### config.mk
export PLATFORM = sky130hd
export DESIGN_NAME = round_ctrl
export DESIGN_NICKNAME = d
export VERILOG_FILES = /design/src/rtl/duck_game_pkg.sv /design/src/rtl/frame_edge_detect.sv /design/src/rtl/round_ctrl.sv
export SDC_FILE = /design/constraint.sdc
export NUM_CORES = 1
export LEC_CHECK = 0
export ABC_AREA = 1
export BUFFER_PORTS_ARGS = -buffer_cell sky130_fd_sc_hd__buf_4
export CAP_MARGIN = 30
export CORE_MARGIN = 2
export CORE_UTILIZATION = 55
export DETAILED_ROUTE_END_ITERATION = 12
export PLACE_DENSITY = 0.78
export SETUP_SLACK_MARGIN = 0.02
export SYNTH_ARGS = -nofsm -noshare
export SYNTH_HDL_FRONTEND = slang
export SYNTH_HIERARCHICAL = 1
export SYNTH_SLANG_ARGS = --single-unit
### constraint.sdc
create_clock -name Clk -period 2 [get_ports Clk]
set_input_delay 0.4 -clock Clk [delete_from_list [all_inputs] [get_ports Clk]]
set_output_delay 0.4 -clock Clk [all_outputs]
set_load 0.01 [all_outputs]
### src/rtl/duck_game_pkg.sv
// Shared duck-hunt game types and defaults.
// Used by the round controller, the duck sprite block and the HUD.
package duck_game_pkg;

    typedef enum logic [1:0] {
        TITLE  = 2'b00,
        READY  = 2'b01,
        FLY    = 2'b10,
        RESULT = 2'b11
    } game_state_t;

    localparam int SHELLS_DEF         = 3;
    localparam int DUCKS_DEF          = 10;
    localparam int PASS_HITS_DEF      = 6;
    localparam int SCORE_PER_DUCK_DEF = 500;

    function automatic logic [15:0] sat_add16(
        input logic [15:0] a,
        input logic [15:0] b
    );
        logic [16:0] sum;
        sum = {1'b0, a} + {1'b0, b};
        return sum[16] ? 16'hFFFF : sum[15:0];
    endfunction

endpackage

### src/rtl/frame_edge_detect.sv
// Brings the vsync-domain frame strobe onto Clk and emits a
// one-Clk tick per rising edge.
module frame_edge_detect (
    input  logic Clk,
    input  logic frame_clk,
    output logic tick
);

    logic sync0;
    logic sync1;

    always_ff @(posedge Clk) begin
        sync0 <= frame_clk;
        sync1 <= sync0;
    end

    assign tick = sync0 & ~sync1;

endmodule

### src/rtl/round_ctrl.sv
// Duck-hunt round controller: game FSM, shot request,
// shells, duck count, hits, score and round number.
module round_ctrl
    import duck_game_pkg::*;
#(
    parameter int SHELLS          = SHELLS_DEF,
    parameter int DUCKS_PER_ROUND = DUCKS_DEF,
    parameter int PASS_HITS       = PASS_HITS_DEF,
    parameter int READY_FRAMES    = 120,
    parameter int RESULT_FRAMES   = 90,
    parameter int SCORE_PER_DUCK  = SCORE_PER_DUCK_DEF
) (
    input  logic        Clk,
    input  logic        Reset,
    input  logic        frame_clk,
    input  logic        start,
    input  logic        trigger,
    input  logic        aim_hit,
    input  logic        bird_shot,
    input  logic        flew_away,
    output logic [1:0]  state,
    output logic        shot,
    output logic [1:0]  shells,
    output logic [3:0]  duck_num,
    output logic [3:0]  hits,
    output logic [15:0] score,
    output logic [7:0]  round_num,
    output logic        game_over
);

    localparam int MAX_FRAMES =
        (READY_FRAMES > RESULT_FRAMES) ? READY_FRAMES : RESULT_FRAMES;
    localparam int CNT_W = $clog2(MAX_FRAMES + 1);
    localparam logic [CNT_W-1:0] RDY_LAST = CNT_W'(READY_FRAMES - 1);
    localparam logic [CNT_W-1:0] RES_LAST = CNT_W'(RESULT_FRAMES - 1);

    logic tick;

    frame_edge_detect u_edge (
        .Clk       (Clk),
        .frame_clk (frame_clk),
        .tick      (tick)
    );

    game_state_t      state_q, state_n;
    logic [CNT_W-1:0] cnt_q, cnt_n;
    logic             shot_q, shot_n;
    logic [1:0]       shells_q, shells_n;
    logic [3:0]       duck_q, duck_n;
    logic [3:0]       hits_q, hits_n;
    logic [15:0]      score_q, score_n;
    logic [7:0]       round_q, round_n;
    logic             over_q, over_n;

    always_ff @(posedge Clk) begin
        if (Reset) begin
            state_q  <= TITLE;
            cnt_q    <= '0;
            shot_q   <= 1'b0;
            shells_q <= '0;
            duck_q   <= '0;
            hits_q   <= '0;
            score_q  <= '0;
            round_q  <= '0;
            over_q   <= 1'b0;
        end else begin
            state_q  <= state_n;
            cnt_q    <= cnt_n;
            shot_q   <= shot_n;
            shells_q <= shells_n;
            duck_q   <= duck_n;
            hits_q   <= hits_n;
            score_q  <= score_n;
            round_q  <= round_n;
            over_q   <= over_n;
        end
    end

    always_comb begin
        state_n  = state_q;
        cnt_n    = cnt_q;
        shot_n   = 1'b0;
        shells_n = shells_q;
        duck_n   = duck_q;
        hits_n   = hits_q;
        score_n  = score_q;
        round_n  = round_q;
        over_n   = over_q;
        unique case (state_q)
            TITLE: begin
                if (start) begin
                    state_n  = READY;
                    cnt_n    = '0;
                    shells_n = 2'(SHELLS);
                    score_n  = '0;
                    round_n  = 8'd1;
                    duck_n   = '0;
                    hits_n   = '0;
                    over_n   = 1'b0;
                end
            end
            READY: begin
                if (tick) begin
                    if (cnt_q == RDY_LAST) begin
                        state_n = FLY;
                        cnt_n   = '0;
                    end else begin
                        cnt_n = cnt_q + 1'b1;
                    end
                end
            end
            FLY: begin
                shot_n = shot_q;
                // flew_away outranks bird_shot; both outrank a trigger
                if (flew_away) begin
                    state_n = RESULT;
                    shot_n  = 1'b0;
                end else if (bird_shot) begin
                    state_n = RESULT;
                    shot_n  = 1'b0;
                    hits_n  = hits_q + 1'b1;
                    score_n = sat_add16(score_q, 16'(SCORE_PER_DUCK));
                end else if (trigger && shells_q != 2'd0) begin
                    shells_n = shells_q - 1'b1;
                    if (aim_hit) shot_n = 1'b1;
                end
            end
            RESULT: begin
                if (tick) begin
                    if (cnt_q == RES_LAST) begin
                        cnt_n = '0;
                        if (duck_q < 4'(DUCKS_PER_ROUND - 1)) begin
                            duck_n   = duck_q + 1'b1;
                            shells_n = 2'(SHELLS);
                            state_n  = READY;
                        end else if (hits_q >= 4'(PASS_HITS)) begin
                            round_n  = round_q + 8'd1;
                            duck_n   = '0;
                            hits_n   = '0;
                            shells_n = 2'(SHELLS);
                            state_n  = READY;
                        end else begin
                            over_n  = 1'b1;
                            state_n = TITLE;
                        end
                    end else begin
                        cnt_n = cnt_q + 1'b1;
                    end
                end
            end
        endcase
    end

    assign state     = state_q;
    assign shot      = shot_q;
    assign shells    = shells_q;
    assign duck_num  = duck_q;
    assign hits      = hits_q;
    assign score     = score_q;
    assign round_num = round_q;
    assign game_over = over_q;

endmodule

==> metrics.yaml, run 1 <==
die-area_sq_um: 5930
cp_common_cell: "nand2_1"
timing_max_transition_violations_final: 0
critical_path.cell_chain: "inv_1, ha_1, nand2_1, nand2_2, nor2_4, nand3_4, clkinv_4, nand2_1, a21oi_1"
vias: 2839
clk_latency_ns: 0.30
synth_area_per_cell_sq_um: 6.69
worstPathMaxFanout: 10
final.period_utilization_pct: 89.5
place_congestion: 0.888
path_delay_family: "simple AND/OR/NAND/NOR gates"
slowest_stage: "dfxtp_2"
num_rows: 26
setup.worst_path.start_class: "flop"
grt_max_degree: 31
synth_ff_type: "dfxtp_1"
synth_edf_count: 0
power.density_nw_per_um2: 929
via_count_of_the_first_global_routing_pass: 2606
worst_path_largest_cell_delay_ns: 0.38
htreeDepth: 2
grt-ovfl-total: 0
syn_nets: 460
timing.fmax_mhz: 559
synth_async_reset_ratio_pct: 0
layout-drive-gt1-share_pct: 19.8
power_leakage_nw: 1.57
layout_commonest_cell: "nand2_1"
layout.nets: 506
netlist_area_sq_um: 2930
rsz_0062_raised_after_global_routing: "no"
headroom_to_the_max_slew_limit_pct: 64.1
final_count_of_hold_timing_violations: 0
endpoint_kind: "flop"
final_util_pct: 66.7
max_slew.worst_pin.slew_ns: 0.539
core-area_sq_um: 5140
crit_type: "flop to flop"
place_ws_ns: 0.106
timing.final.crit_period_ns: 1.79
antenna_found_initial: 0
ir_worst_vdd_mv: 0.680
commonest_cells_after_routing_fill_and_taps_aside: "nand2_1, inv_1, buf_4"
cp_data_arrival_time_ns: 2.01
route.detailed.drc: 0
fin_skew_ns: 0.00970
tns_ns: 0
grt_use_total_pct: 23.3
drt-pass1-iter-count: 4
status: "complete, no violations"
ys_seq_elements: 46
die_width_microns: 77.0
timing.rr.start: "state[0]"
worst-path-buf-inv: 2
layout_setup_ws_ns: 0.210
clk_buf_depth: 2
placement.io_buffers: 45
synth_warnings: 6
hold_path.startpoint: "frame_clk"
synth_cell_type_count: 38
place.detailed.hpwl_mm: 4.75
seq_area_frac_synth_pct: 31.4
max_cap_check_violation_count: 0
grt_first_pass_wirelength_mm: 11.5
cts_buffers: 5
floorplan.initialDensity_pct: 57.0
syn_inst: 438
io_pins: 46
r2r.worst_path.cells: 9
drt-total-wl_mm: 6.52
path_type_of_the_worst_min_delay_path: "primary input to flop"
root_buffer: "clkbuf_8"
route.detailed.wl_per_inst_microns: 11.7
worst-r2r-setup-slack_ns: 0.21
cp_data_required_time_ns: 2.22
initialDrtViolationCount: 99
die_height_microns: 77.0
min_delay_worst_endpoint: "u_edge/sync0"
num_antenna_cells: 0
worst_setup_hold_path_clk_slew_ns: 0.08
avgViaCountPerCell: 5.12
detail-route-antenna-nets: 0
clock_sink_count: 46
flow.area_growth_from_synthesis_pct: 17.0
setup_viol: 0
r2r_end: "round_num[6]"
num-fill-cells: 475
worst_hold_path.num_cells: 1
tritoncts: "done"
per-layer routing:
layer | track usage [%] | wire length, microns | vias to the layer above
li1 | - | - | 1473
met1 | 29.5 | 3000 | 1296
met2 | 40.3 | 3170 | 54
met3 | 3.53 | 222 | 16
met4 | 8.39 | 122 | 0
met5 | 0 | 0 | -
how the worst max path moves through the flow:
stage | startpoint | to | depth (start not counted)
final | state[0] | round_num[6] | 9
after floorplan | state[0] | score[5] | 10
after global placement | state[0] | score[4] | 10
after CTS | state[0] | score[4] | 10
after global routing | state[0] | score[4] | 10
after detailed placement | state[0] | score[4] | 10
kinds of logic (layout without fill, tap and decap cells):
logic type | after synthesis | in the layout | synth area share [%]
AO/OA/AOI/OAI | 60 | 60 | 11.2
XOR/XNOR | 7 | 7 | 2.09
adder cells (fa/ha/maj) | 14 | 14 | 5.98
buffers and inverters | 66 | 113 | 9.82
flip-flops | 46 | 46 | 31.4
AND/OR/NAND/NOR | 245 | 245 | 39.5
where the power goes:
group	internal [mW]	leakage, nW	switching, mW	total (mW)
registers	0.999	0.374	0.0863	1.08
clock network	0.349	0.0575	0.310	0.659
logic	0.498	1.14	0.945	1.44
per-stage QoR:
| step | hold slack (ns) | area, sq um | instances | total power, mW |
|---|---|---|---|---|
| after floorplan | 0.331 | 2930 | 438 | 2.20 |
| after global placement | 0.336 | 3310 | 547 | 2.49 |
| after detailed placement | 0.337 | 3310 | 547 | 2.53 |
| after CTS | 0.198 | 3420 | 555 | 3.19 |
| after global routing | 0.197 | 3430 | 555 | 3.43 |
| final | 0.204 | 3430 | 555 | 3.19 |
synth_stat cells, types with 5 or more instances:
cell type	instances	area share, %
nand3_2	5	1.7
nor2_1	48	6.1
nor3_1	5	0.85
o21ai_0	15	2.6
a21oi_1	36	6.1
ha_1	14	6.0
nand3_1	30	5.1
nor2_4	6	2.3
inv_1	51	6.5
nand2_2	7	1.5
dfxtp_1	46	31
nand2_1	124	16
state kept, by name, indices dropped and copies added (netlist names), 2 cells and up:
name and flops:
round_num 8, cnt_q 7, duck_num 4, shells 2
score 15, state 2, hits 4
layout make-up:
type,instances,area [sq um],share of cell area [%]
clock buffers,8,110,3.21
inverters,56,215,6.28
multi-input cells,326,1730,50.3
flip-flops and latches,46,923,26.9
well taps,70,87.6,2.55
repair buffers,49,368,10.7
what timing repair did:
item                       CTS  global route
hold buffers                 0             0
resized for setup            0             3
setup endpoints to repair    0            21
buffers inserted             0             0
(Power assumes the default switching activity.)
==> run 2: changes to the inputs <==
--- a/config.mk
+++ b/config.mk
@@ -9,9 +9,8 @@
 export BUFFER_PORTS_ARGS = -buffer_cell sky130_fd_sc_hd__buf_4
 export CAP_MARGIN = 30
 export CORE_MARGIN = 2
-export CORE_UTILIZATION = 55
+export CORE_UTILIZATION = 40
 export DETAILED_ROUTE_END_ITERATION = 12
-export PLACE_DENSITY = 0.78
 export SETUP_SLACK_MARGIN = 0.02
 export SYNTH_ARGS = -nofsm -noshare
 export SYNTH_HDL_FRONTEND = slang
==> metrics.yaml, run 2 (same netlist as run 1, synthesis figures left out) <==
clk_buf_depth: 2  # unchanged
cp_common_cell: "nand2_2"
commonest_cells_after_routing_fill_and_taps_aside: "nand2_1, buf_4, inv_1"
num_antenna_cells: 0  # unchanged
headroom_to_the_max_slew_limit_pct: 70.5  # +6.4 points
root_buffer: "clkbuf_8"
cts_hold_buf: 0  # unchanged
avgViaCountPerCell: 4.81  # -6.1%
status: "complete, no violations"
post-route-cell-area_sq_um: 3490  # +1.9%
numPlacedInstances: 578  # +5.7%
placement.io_buffers: 45  # unchanged
num_rows: 31  # +19%
grt_use_total_pct: 17.4  # -5.9 points
worst_path_largest_cell_delay_ns: 0.38  # about the same
place_congestion: 0.809  # -8.9%
layout_setup_ws_ns: 0.205  # -0.00438 ns
path_type_of_the_worst_min_delay_path: "primary input to flop"
endpoint_kind: "flop"
grt_first_pass_wirelength_mm: 11.0  # -4.3%
cp_data_arrival_time_ns: 1.99  # -0.02 ns
setup_viol: 0  # unchanged
drt-pass1-iter-count: 4  # unchanged
worstPathMaxFanout: 10  # unchanged
cts_buffers: 5  # unchanged
post_cts_buffers: 0  # unchanged
timing.final.crit_period_ns: 1.79  # +0.00438 ns
final_util_pct: 48.7  # -18 points
antenna_found_initial: 0  # unchanged
max_slew.worst_pin.slew_ns: 0.442  # -0.0968 ns
layout_commonest_cell: "nand2_1"
final.period_utilization_pct: 89.7  # +0.22 points
core-area_sq_um: 7180  # +40%
layout-drive-gt1-share_pct: 20.1  # +0.33 points
hold_path.startpoint: "frame_clk"
ir_worst_vdd_mv: 0.547  # -20%
cp_data_required_time_ns: 2.19  # -0.03 ns
place_ws_ns: 0.139  # +0.0330 ns
initialDrtViolationCount: 100  # +1.0%
rsz_0062_raised_after_global_routing: "no"
die_height_microns: 89.6  # +16%
worst_setup_hold_path_clk_slew_ns: 0.09  # about the same
post-layout-total-power_mw: 3.24  # +1.6%
max_cap_check_violation_count: 0  # unchanged
grt-ovfl-total: 0  # unchanged
clock_sink_count: 46  # unchanged
vias: 2816  # -0.81%
clk_latency_ns: 0.30  # about the same
slowest_stage: "dfxtp_1"
filler_free_cell_count_of_the_finished_design: 586  # +5.6%
grt_max_degree: 31  # unchanged
final_count_of_hold_timing_violations: 0  # unchanged
floorplan.initialDensity_pct: 40.9  # -16 points
largest_register_ff_count: 15  # unchanged
fin_skew_ns: 0.00591  # -0.00380 ns
timing.fmax_mhz: 557  # -0.24%
setup.worst_path.start_class: "flop"
tns_ns: 0  # unchanged
timing.rr.start: "state[0]"
critical_path.startpoint: "state[0]"
tritoncts: "done"
worst-path-buf-inv: 1  # -1
crit_type: "flop to flop"
detail-route-antenna-nets: 0  # unchanged
post_cts.resized_instances: 0  # unchanged
post_dp_cell_area_sq_um: 3370  # +1.5%
die_width_microns: 89.6  # +16%
layout.nets: 508  # +0.40%
htreeDepth: 2  # unchanged
worst_hold_slack_ns: 0.203  # -0.000625 ns
io_pins: 46  # unchanged
die-area_sq_um: 8030  # +35%
power_leakage_nw: 1.56  # -0.36%
critical_path.cell_chain: "inv_1, ha_1, nand2_2, nand2_2, nor2_4, nand3_4, nor3b_1, nor2_1"
route.detailed.wl_per_inst_microns: 11.5  # -1.9%
path_delay_family: "simple AND/OR/NAND/NOR gates"
drt-total-wl_mm: 6.75  # +3.6%
timing_max_transition_violations_final: 0  # unchanged
via_count_of_the_first_global_routing_pass: 2429  # -6.8%
route.detailed.drc: 0  # unchanged
power.density_nw_per_um2: 927  # -0.26%
flow.area_growth_from_synthesis_pct: 19.2
place.detailed.hpwl_mm: 4.93  # +3.7%
==> run 2: changes by cell type in the layout (fill, tap and decap cells not counted), sizes merged <==
cell / change
bufinv: +1
clkinvlp: +2
clkbuf: -2
inv: -1
buf: +2
==> run 2: power breakdown <==
part | switching (mW) | internal, mW | total (mW)
combinational | 0.957 | 0.512 | 1.47
sequential | 0.0829 | 0.997 | 1.08
clock | 0.316 | 0.373 | 0.689
==> run 2: layout make-up <==
| type | instances | area (sq um) |
|---|---|---|
| flip-flops and latches | 46 | 922 |
| clock inverters | 2 | 37.5 |
| inverters | 56 | 219 |
| fillers | 759 | 3680 |
| repair buffers | 51 | 383 |
| clock buffers | 6 | 72.6 |
| multi-input cells | 326 | 1740 |
| well taps | 99 | 124 |
==> run 2: per-layer routing <==
| layer | routed length [microns] | part of all wire (%) | up-vias | global-route usage, % |
|---|---|---|---|---|
| met4 | 59 | 0.87 | 0 | 4.21 |
| li1 | - | - | 1482 | - |
| met1 | 3340 | 49 | 1271 | 24.1 |
| met2 | 3100 | 46 | 56 | 28.2 |
| met3 | 252 | 3.7 | 7 | 2.93 |
| met5 | 0 | 0 | - | 0 |
==> run 2: path summary, 6_finish.rpt <==
check,end,slack [ns],depth (start not counted)
worst max-delay path,round_num[5],0.21,8
worst min-delay path,u_edge/sync0,0.20,1
worst max register to register,round_num[5],0.21,8
worst min register to register,u_edge/sync1,0.35,0
